$ cat src/rtl/elapsed_timer.sv
// Count-up run timer: 100 ms prescaler feeding a four-digit BCD counter (000.0-999.9 s)
// with start/stop/clear control, lap capture and saturation at 999.9.
module elapsed_timer #(
  parameter logic [24:0] ONEHUNDRED_MS_PERIOD = 25'd6_500_000
) (
  input  logic        clk_in,
  input  logic        rst_in,
  input  logic        start_in,
  input  logic        stop_in,
  input  logic        clear_in,
  input  logic        capture_in,
  output logic [15:0] digits_out,
  output logic        running_out,
  output logic        saturated_out,
  output logic        tick_out,
  output logic [15:0] capture_out,
  output logic        capture_valid_out
);

  // Control handshake: every control input is a one-cycle pulse sampled on the
  // rising edge; there is no ready path, so pulses are never stalled or queued.

  typedef enum logic [1:0] {
    IDLE   = 2'd0,
    RUN    = 2'd1,
    PAUSED = 2'd2,
    SAT    = 2'd3
  } state_t;

  localparam logic [24:0] TERMINAL = ONEHUNDRED_MS_PERIOD - 25'd1;
  localparam logic [15:0] FULL     = 16'h9999;

  state_t      state, state_next;
  logic [24:0] presc, presc_next;
  logic [15:0] digits, digits_next;
  logic        tick_next;
  logic [15:0] digits_inc;

  // Ripple-carry BCD increment; each nibble wraps 9 -> 0 and carries upward.
  function automatic logic [15:0] bcd_inc(input logic [15:0] v);
    logic [15:0] r;
    logic        carry;
    r     = v;
    carry = 1'b1;
    for (int i = 0; i < 4; i++) begin
      if (carry) begin
        if (v[i*4 +: 4] >= 4'd9) begin
          r[i*4 +: 4] = 4'd0;
        end else begin
          r[i*4 +: 4] = v[i*4 +: 4] + 4'd1;
          carry       = 1'b0;
        end
      end
    end
    return r;
  endfunction

  assign digits_inc = bcd_inc(digits);

  always_comb begin
    state_next  = state;
    presc_next  = presc;
    digits_next = digits;
    tick_next   = 1'b0;
    if (clear_in) begin
      state_next  = IDLE;
      presc_next  = '0;
      digits_next = '0;
    end else begin
      case (state)
        IDLE: begin
          digits_next = '0;
          if (!stop_in && start_in) begin
            state_next = RUN;
            presc_next = '0;
          end
        end
        RUN: begin
          // A stop on the terminal-count cycle suppresses that increment.
          if (stop_in) begin
            state_next = PAUSED;
          end else if (presc == TERMINAL) begin
            presc_next  = '0;
            digits_next = digits_inc;
            tick_next   = 1'b1;
            if (digits_inc == FULL) state_next = SAT;
          end else begin
            presc_next = presc + 25'd1;
          end
        end
        PAUSED: begin
          // Resume keeps the partial prescaler period.
          if (!stop_in && start_in) state_next = RUN;
        end
        SAT: begin
          digits_next = FULL;
        end
        default: state_next = IDLE;
      endcase
    end
  end

  always_ff @(posedge clk_in or negedge rst_in) begin
    if (!rst_in) begin
      state             <= IDLE;
      presc             <= '0;
      digits            <= '0;
      tick_out          <= 1'b0;
      running_out       <= 1'b0;
      saturated_out     <= 1'b0;
      capture_out       <= '0;
      capture_valid_out <= 1'b0;
    end else begin
      state             <= state_next;
      presc             <= presc_next;
      digits            <= digits_next;
      tick_out          <= tick_next;
      running_out       <= (state_next == RUN);
      saturated_out     <= (state_next == SAT);
      capture_valid_out <= capture_in;
      if (capture_in) capture_out <= digits;
    end
  end

  assign digits_out = digits;

endmodule

$ cat config.mk
export PLATFORM = sky130hd
export DESIGN_NAME = elapsed_timer
export DESIGN_NICKNAME = d
export VERILOG_FILES = /design/src/rtl/elapsed_timer.sv
export SDC_FILE = /design/constraint.sdc
export NUM_CORES = 1
export LEC_CHECK = 0
export CAP_MARGIN = 10
export CORE_UTILIZATION = 40
export DETAILED_ROUTE_END_ITERATION = 6
export GPL_TIMING_DRIVEN = 0
export MAX_ROUTING_LAYER = met4
export PLACE_DENSITY = 0.63
export SKIP_CTS_REPAIR_TIMING = 1
export SLEW_MARGIN = 20
export SYNTH_ARGS = -nofsm -noshare
export SYNTH_HDL_FRONTEND = slang
export SYNTH_SLANG_ARGS = --single-unit
export TNS_END_PERCENT = 10
$ cat constraint.sdc
create_clock -name clk_in -period 2.84 [get_ports clk_in]
set_clock_uncertainty 0.2 [all_clocks]
set_input_delay 0.568 -clock clk_in [delete_from_list [all_inputs] [get_ports clk_in]]
set_output_delay 0.568 -clock clk_in [all_outputs]
set_load 0.03 [all_outputs]
* After elaboration in Yosys (flattened, before gate mapping) *
Index checks and enable logic that the tools add are counted.
Widths: inputs -> output; s select.

cells by class
  add/subtract/negate cells = 5
  order comparisons = 4
  equal/unequal tests = 10
  muxes and demuxes = 31
  reduce and logical (&&, ||, !) cells = 8

operators by type and width
  kind                   number
  $mux 25                4
  $pmux 25 s2            1
  $mux 16                3
  $pmux 16 s3            1
  $mux 4                 7
  $add 25x1->25 const B  1
  $eq 25x23->1 const B   1
  $add 4x1->4 const B    4
  $eq 16x16->1 const B   1
  $ge 4x4->1 const B     4
  $mux 2                 5
  $mux 1                 9
  $ne 3x3->1 const B     3
  $eq 2x2->1 const B     3
  $reduce_and 3->1       2
  $eq 2x1->1 const B     2
  $pmux 2 s2             1
  $reduce_bool 4->1      1
  $reduce_bool 3->1      1
  $logic_not 2->1        1
  $reduce_or 2->1        1
  $logic_and 1x1->1      1
  $logic_not 1->1        1

word-level totals
  register bits after elaboration = 63
  input port bits = 6
  word-level logic and storage cells = 66

* Depth between registers and ports, before layout *
  word-level depth = 12
  depth in mapped cells = 9

* Worst setup path before layout *
Ideal clock, no wire load.

  path kind = register to register
  start point = register digits[1], in the netlist digits_out[1]
  end point = register running_out
  setup time = 0.123 ns
  arrival = 2.200 ns
  required time = 2.517 ns
  setup slack = 0.317 ns
  cell stages (with the launch flop) = 9
  cell sequence = dfrtp_1 inv_1 ha_1 or3b_2 nor2_1 a41oi_1 nor4b_2 a31oi_1 o221a_1

between the ends
  cells in the longest elaborated chain, start to end = 12
  elaborated cells between the ends (all ways) = 16
  those cells by class = add/sub: 1; order compare: 1; eq/ne: 2; mux: 12

RTL lines
  item                    line  text
  start, declared         35    logic [15:0] digits, digits_next;
  start signal, assigned  116   digits <= digits_next;
  $ge 4x4->1              47    if (v[i*4 +: 4] >= 4'd9) begin
  $mux 1                  47
  $mux 1 (2 in a row)     46    if (carry) begin
  $mux 4                  46
  $eq 16x16->1 *          86    if (digits_inc == FULL) state_next = SAT;
  $mux 2 *                86
  $mux 2 *                82    end else if (presc == TERMINAL) begin
  $mux 2 *                80    if (stop_in) begin
  $pmux 2 s2 *            70    case (state)
  $mux 2 *                65    if (clear_in) begin
  $eq 2x1->1 *            118   running_out <= (state_next == RUN);
  end signal, assigned    118
  end, declared           13    output logic running_out,

Every way passes the cells marked *; elsewhere a longest branch is shown, timed or not.
A chain may end at the register's enable or synchronous reset.

* Worst setup path after layout *
  start point = register digits[0], in the netlist digits_out[0]
  end point = register running_out

The elaborated chain is that of the path after synthesis.

==> summary.md <==
| Metric | Value |
|---|---|
| Post-synthesis net count | 360 |
| Worst R2R End | running_out |
| Fin Hold WS | between 0.3 and 0.4 ns |
| Maximum number of pins on one net before global-route repair | 35 |
| Top cells by count, synth | dfrtp_1 (63), nor2_1 (34), inv_1 (21), nand2_1 (21), o21ai_0 (18) |
| RSZ-0062 raised after global routing | no |
| Layout Area Growth over Synthesis | 23.2% |
| Critical Path AT | 2.73 ns |
| Clock Sink Count | 63 |
| Final antenna-violating net count | 0 |
| Post-Synthesis Cell Area | approximately 3500 sq um |
| Met3 WL | 290 um |
| Final hold violations | 0 |
| Result of the run | completed |
| Number of enable flip-flop cells after synthesis | 0 |
| Final clock period utilization by the worst path | 94.7% |
| Peak supply drop | approximately 0.26 mV |
| Routed vias/inst | 5.36 |
| Clock root buffer | clkbuf_8 |
| Startpoint of the most critical register-to-register path | digits_out[0] |
| Die area | 9160 sq um |
| Overall die height | 95.7 um |
| WHS Path Cells | 1 |
| Switching share of power | 22.2% |
| DP HPWL | 5420 um |
| Part of the Yosys area used for sequential elements | 44.9% |
| Switching Power | 0.440 mW |
| Wirelength, routed | 7660 um |
| Area of all placed cells without fillers | 4330 sq um |
| Worst min-delay path endpoint | capture_out[12] |
| Power density normalized to cell area | 458 nW/um^2 |
| Number of cell rows | 33 |
| Combinational fraction of design power | roughly 4.3% |
| Leak | 1.92 nW |
| Final setup violation count | 0 |
| Worst slew margin | 57.0% |
| Critical path buffer and inverter count | 0 |
| Worst-path fanout max | 9 |
| Asr flop ratio synth | 100% |
| Type of the tightest min-delay check | reg2reg |
| Routability congestion estimate | 0.843 |
| Final routed DRC violation total | 0 |
| Via count of the routed design | 2681 |
| Final-layout setup total negative slack | 0 ns |
| CP cell instances | ha_1 -> nor3b_4 -> nor2_2 -> o32a_1 -> nor4b_2 -> a31oi_1 -> o221a_1 |
| Number of I/O pins | 42 |
| Cells taking the most area after synthesis | dfrtp_1 (45%), ha_1 (6.1%), mux2_2 (5.5%), xor2_1 (4.0%), nor2_1 (3.6%) |
| Number of levels in the clock H-tree | 3 |
| Number of diodes | 0 |
| CTS clock-pin slew for the worst setup and hold paths | 0.08 ns |
| Effective utilization at floorplan | 42.1% |
| Overflow left after global routing | 0 |
| Pwr Total | 1.98 mW |
| First-pass GRT wire length | 13100 um |
| Part of the total power dissipated in sequential elements | between 40% and 50% |
| Period minus WS final | ~2.7 ns |
| Top cell type's share of synthesized area | between 40 and 50% |
| Measured slew at the worst slew-check pin | 0.643 ns |
| Horizontal die dimension | around 96 um |
| Cell at the slowest stage of the critical path | dfrtp_1 |
| Worst setup slack for register-to-register paths | 0.15 ns |
| Critical hold path startpoint | capture_out[12] |
| Share of total power in the clock network | 50.3% |
| Data required time at the worst endpoint | 2.88 ns |
| Post-Layout Cell Count | 500 |
| Critical path class | reg2reg |
| Max-Cap Viols | 0 |
| Endpoint type of the worst setup path | register |
| Number of instances in the synthesized netlist | 337 |
| Synthesized flop and latch total | 63 |
| DP Cell Count | ~480 |
| Latest clock arrival within the worst-skew pair | 0.35 ns |
| Max-slew violation count | 0 |
| Max Clock Freq | roughly 370 MHz |
| Iter 0 DRT Violations | 121 |
| Dominant cell by count in the synthesized netlist | dfrtp_1 |
| Worst Setup Start Kind | register |
| CTS tree | yes |
| Number of I/O port buffers | 40 |
| Routed length on met2 | 3510 um |
| Final routed wire length divided by cell count | 15.3 um |
| First-pass iteration count of the detailed router | 4 |
| Worst r2r path cells | 7 |
| Initial antenna violation count | 0 |
| Warning count from the yosys run | 0 |
| Most used flip-flop cell after synthesis | dfrtp_1 |
| Placeable core region | ~8300 sq um |
| Vias in the first global route | approximately 2700 |
| Worst path max stage delay | 0.50 ns |
| Library cell with the largest summed area after synthesis | dfrtp_1 |
| Fraction of layout instances using a drive strength above 1 | 17.0% |
| Count of cell types in the netlist | 65 |
| Cell family with the largest share of critical-path delay | simple AND/OR/NAND/NOR gates |
| Placement Cell Area | 4060 sq um |
| Highest routed metal layer | met4 |
| Met1 WL | between 3000 and 4000 um |
| Cell-internal power | 1.54 mW |
| # nets final | 413 |
| Number of buffers created by CTS | 9 |
| Global-route usage over all layers | 19.4% |
| Avg Inst Size Synth | between 10 and 15 sq um |
| Maximum buffer depth of the clock tree | 2 |
layer usage:
| metal | global-route usage (%) | up-vias |
|---|---|---|
| li1 | - | 1308 |
| met1 | 25.6 | 1319 |
| met2 | 29.5 | 47 |
| met3 | 3.79 | 7 |
| met4 | 7.21 | 0 |
| met5 | - | - |
kinds of logic after synthesis:
kind of cell / after synthesis / share of synthesized area [%]
adders and majority gates: 17 / 6.06
DFF: 63 / 44.9
AOI/OAI and AO/OA: 57 / 12.2
xor gates and xnor gates: 22 / 5.49
muxes: 17 / 5.45
buffers and inverters: 32 / 3.92
and+or+nand+nor: 129 / 22.0
power by group through the flow:
stage	logic, mW	registers (mW)	clock network [mW]
global route	0.0954	0.900	1.05
detailed placement	0.0855	0.917	0
CTS	0.0858	0.900	1.01
floorplan	0.0407	0.920	0
global placement	0.0821	0.917	0
finish	0.0845	0.900	0.996
worst max path at each step:
stage,end,from,cells after the start,slack [ns]
2_1_floorplan,running_out,digits_out[1],8,0.32
3_3_place_gp,presc[11],rst_in,1,-1.12
3_5_place_dp,presc[10],start_in,8,-0.01
4_1_cts,running_out,digits_out[0],7,0.15
5_1_grt,presc[6],state[0],9,0.01
6_report,running_out,digits_out[0],7,0.15
flip-flops by register name, summed over array words and instances (netlist names):
register,flops
tick_out,1
capture_valid_out,1
running_out,1
saturated_out,1
presc,25
state,2
capture_out,16
digits_out,16
through the flow:
stage	setup WS, ns	util, %
6_report	0.150	51.9
5_1_grt	0.0134	51.9
4_1_cts	0.151	51.7
3_5_place_dp	-0.0140	48.7
3_3_place_gp	-1.12	48.5
2_1_floorplan	0.317	-
layout make-up:
type / count / area (sq um)
Fill cell: 731 / 4020
Multi-Input combinational cell: 242 / 1800
Sequential cell: 63 / 1580
Timing Repair Buffer: 42 / 428
Clock buffer: 10 / 138
Tap cell: 105 / 131
Clock inverter: 6 / 116
Inverter: 21 / 78.8
Buffer: 11 / 58.8
layout by cell type, fill, tap and decap left out, drive strengths merged, types with 2 or more instances in the layout:
| cell type | synthesis | routed |
|---|---|---|
| nand3 | 17 | 17 |
| nor3b | 6 | 6 |
| ha | 17 | 17 |
| nor4 | 5 | 5 |
| o41ai | 2 | 2 |
| buf | 5 | 7 |
| clkinv | 0 | 2 |
| dfrtp | 63 | 63 |
| nand4 | 8 | 8 |
| nand3b | 2 | 2 |
| nand2b | 3 | 3 |
| xor2 | 16 | 16 |
| clkdlybuf4s50 | 0 | 39 |
| a21oi | 8 | 8 |
| nor3 | 4 | 4 |
| a21o | 2 | 2 |
| a41oi | 2 | 2 |
| o22ai | 2 | 2 |
| nand2 | 21 | 21 |
| inv | 21 | 22 |
| and2 | 2 | 2 |
| nor2 | 36 | 36 |
| bufinv | 0 | 3 |
| mux2 | 17 | 17 |
| or3 | 3 | 3 |
| or3b | 2 | 2 |
| or2 | 2 | 2 |
| o311ai | 2 | 2 |
| o21ai | 19 | 19 |
| nor4b | 5 | 5 |
| xnor2 | 6 | 6 |
| and3 | 6 | 6 |
| o211ai | 3 | 3 |
| a22o | 2 | 2 |
| o31ai | 4 | 4 |
| clkbuf | 6 | 16 |
| and4bb | 2 | 2 |
(Power assumes the default switching activity.)
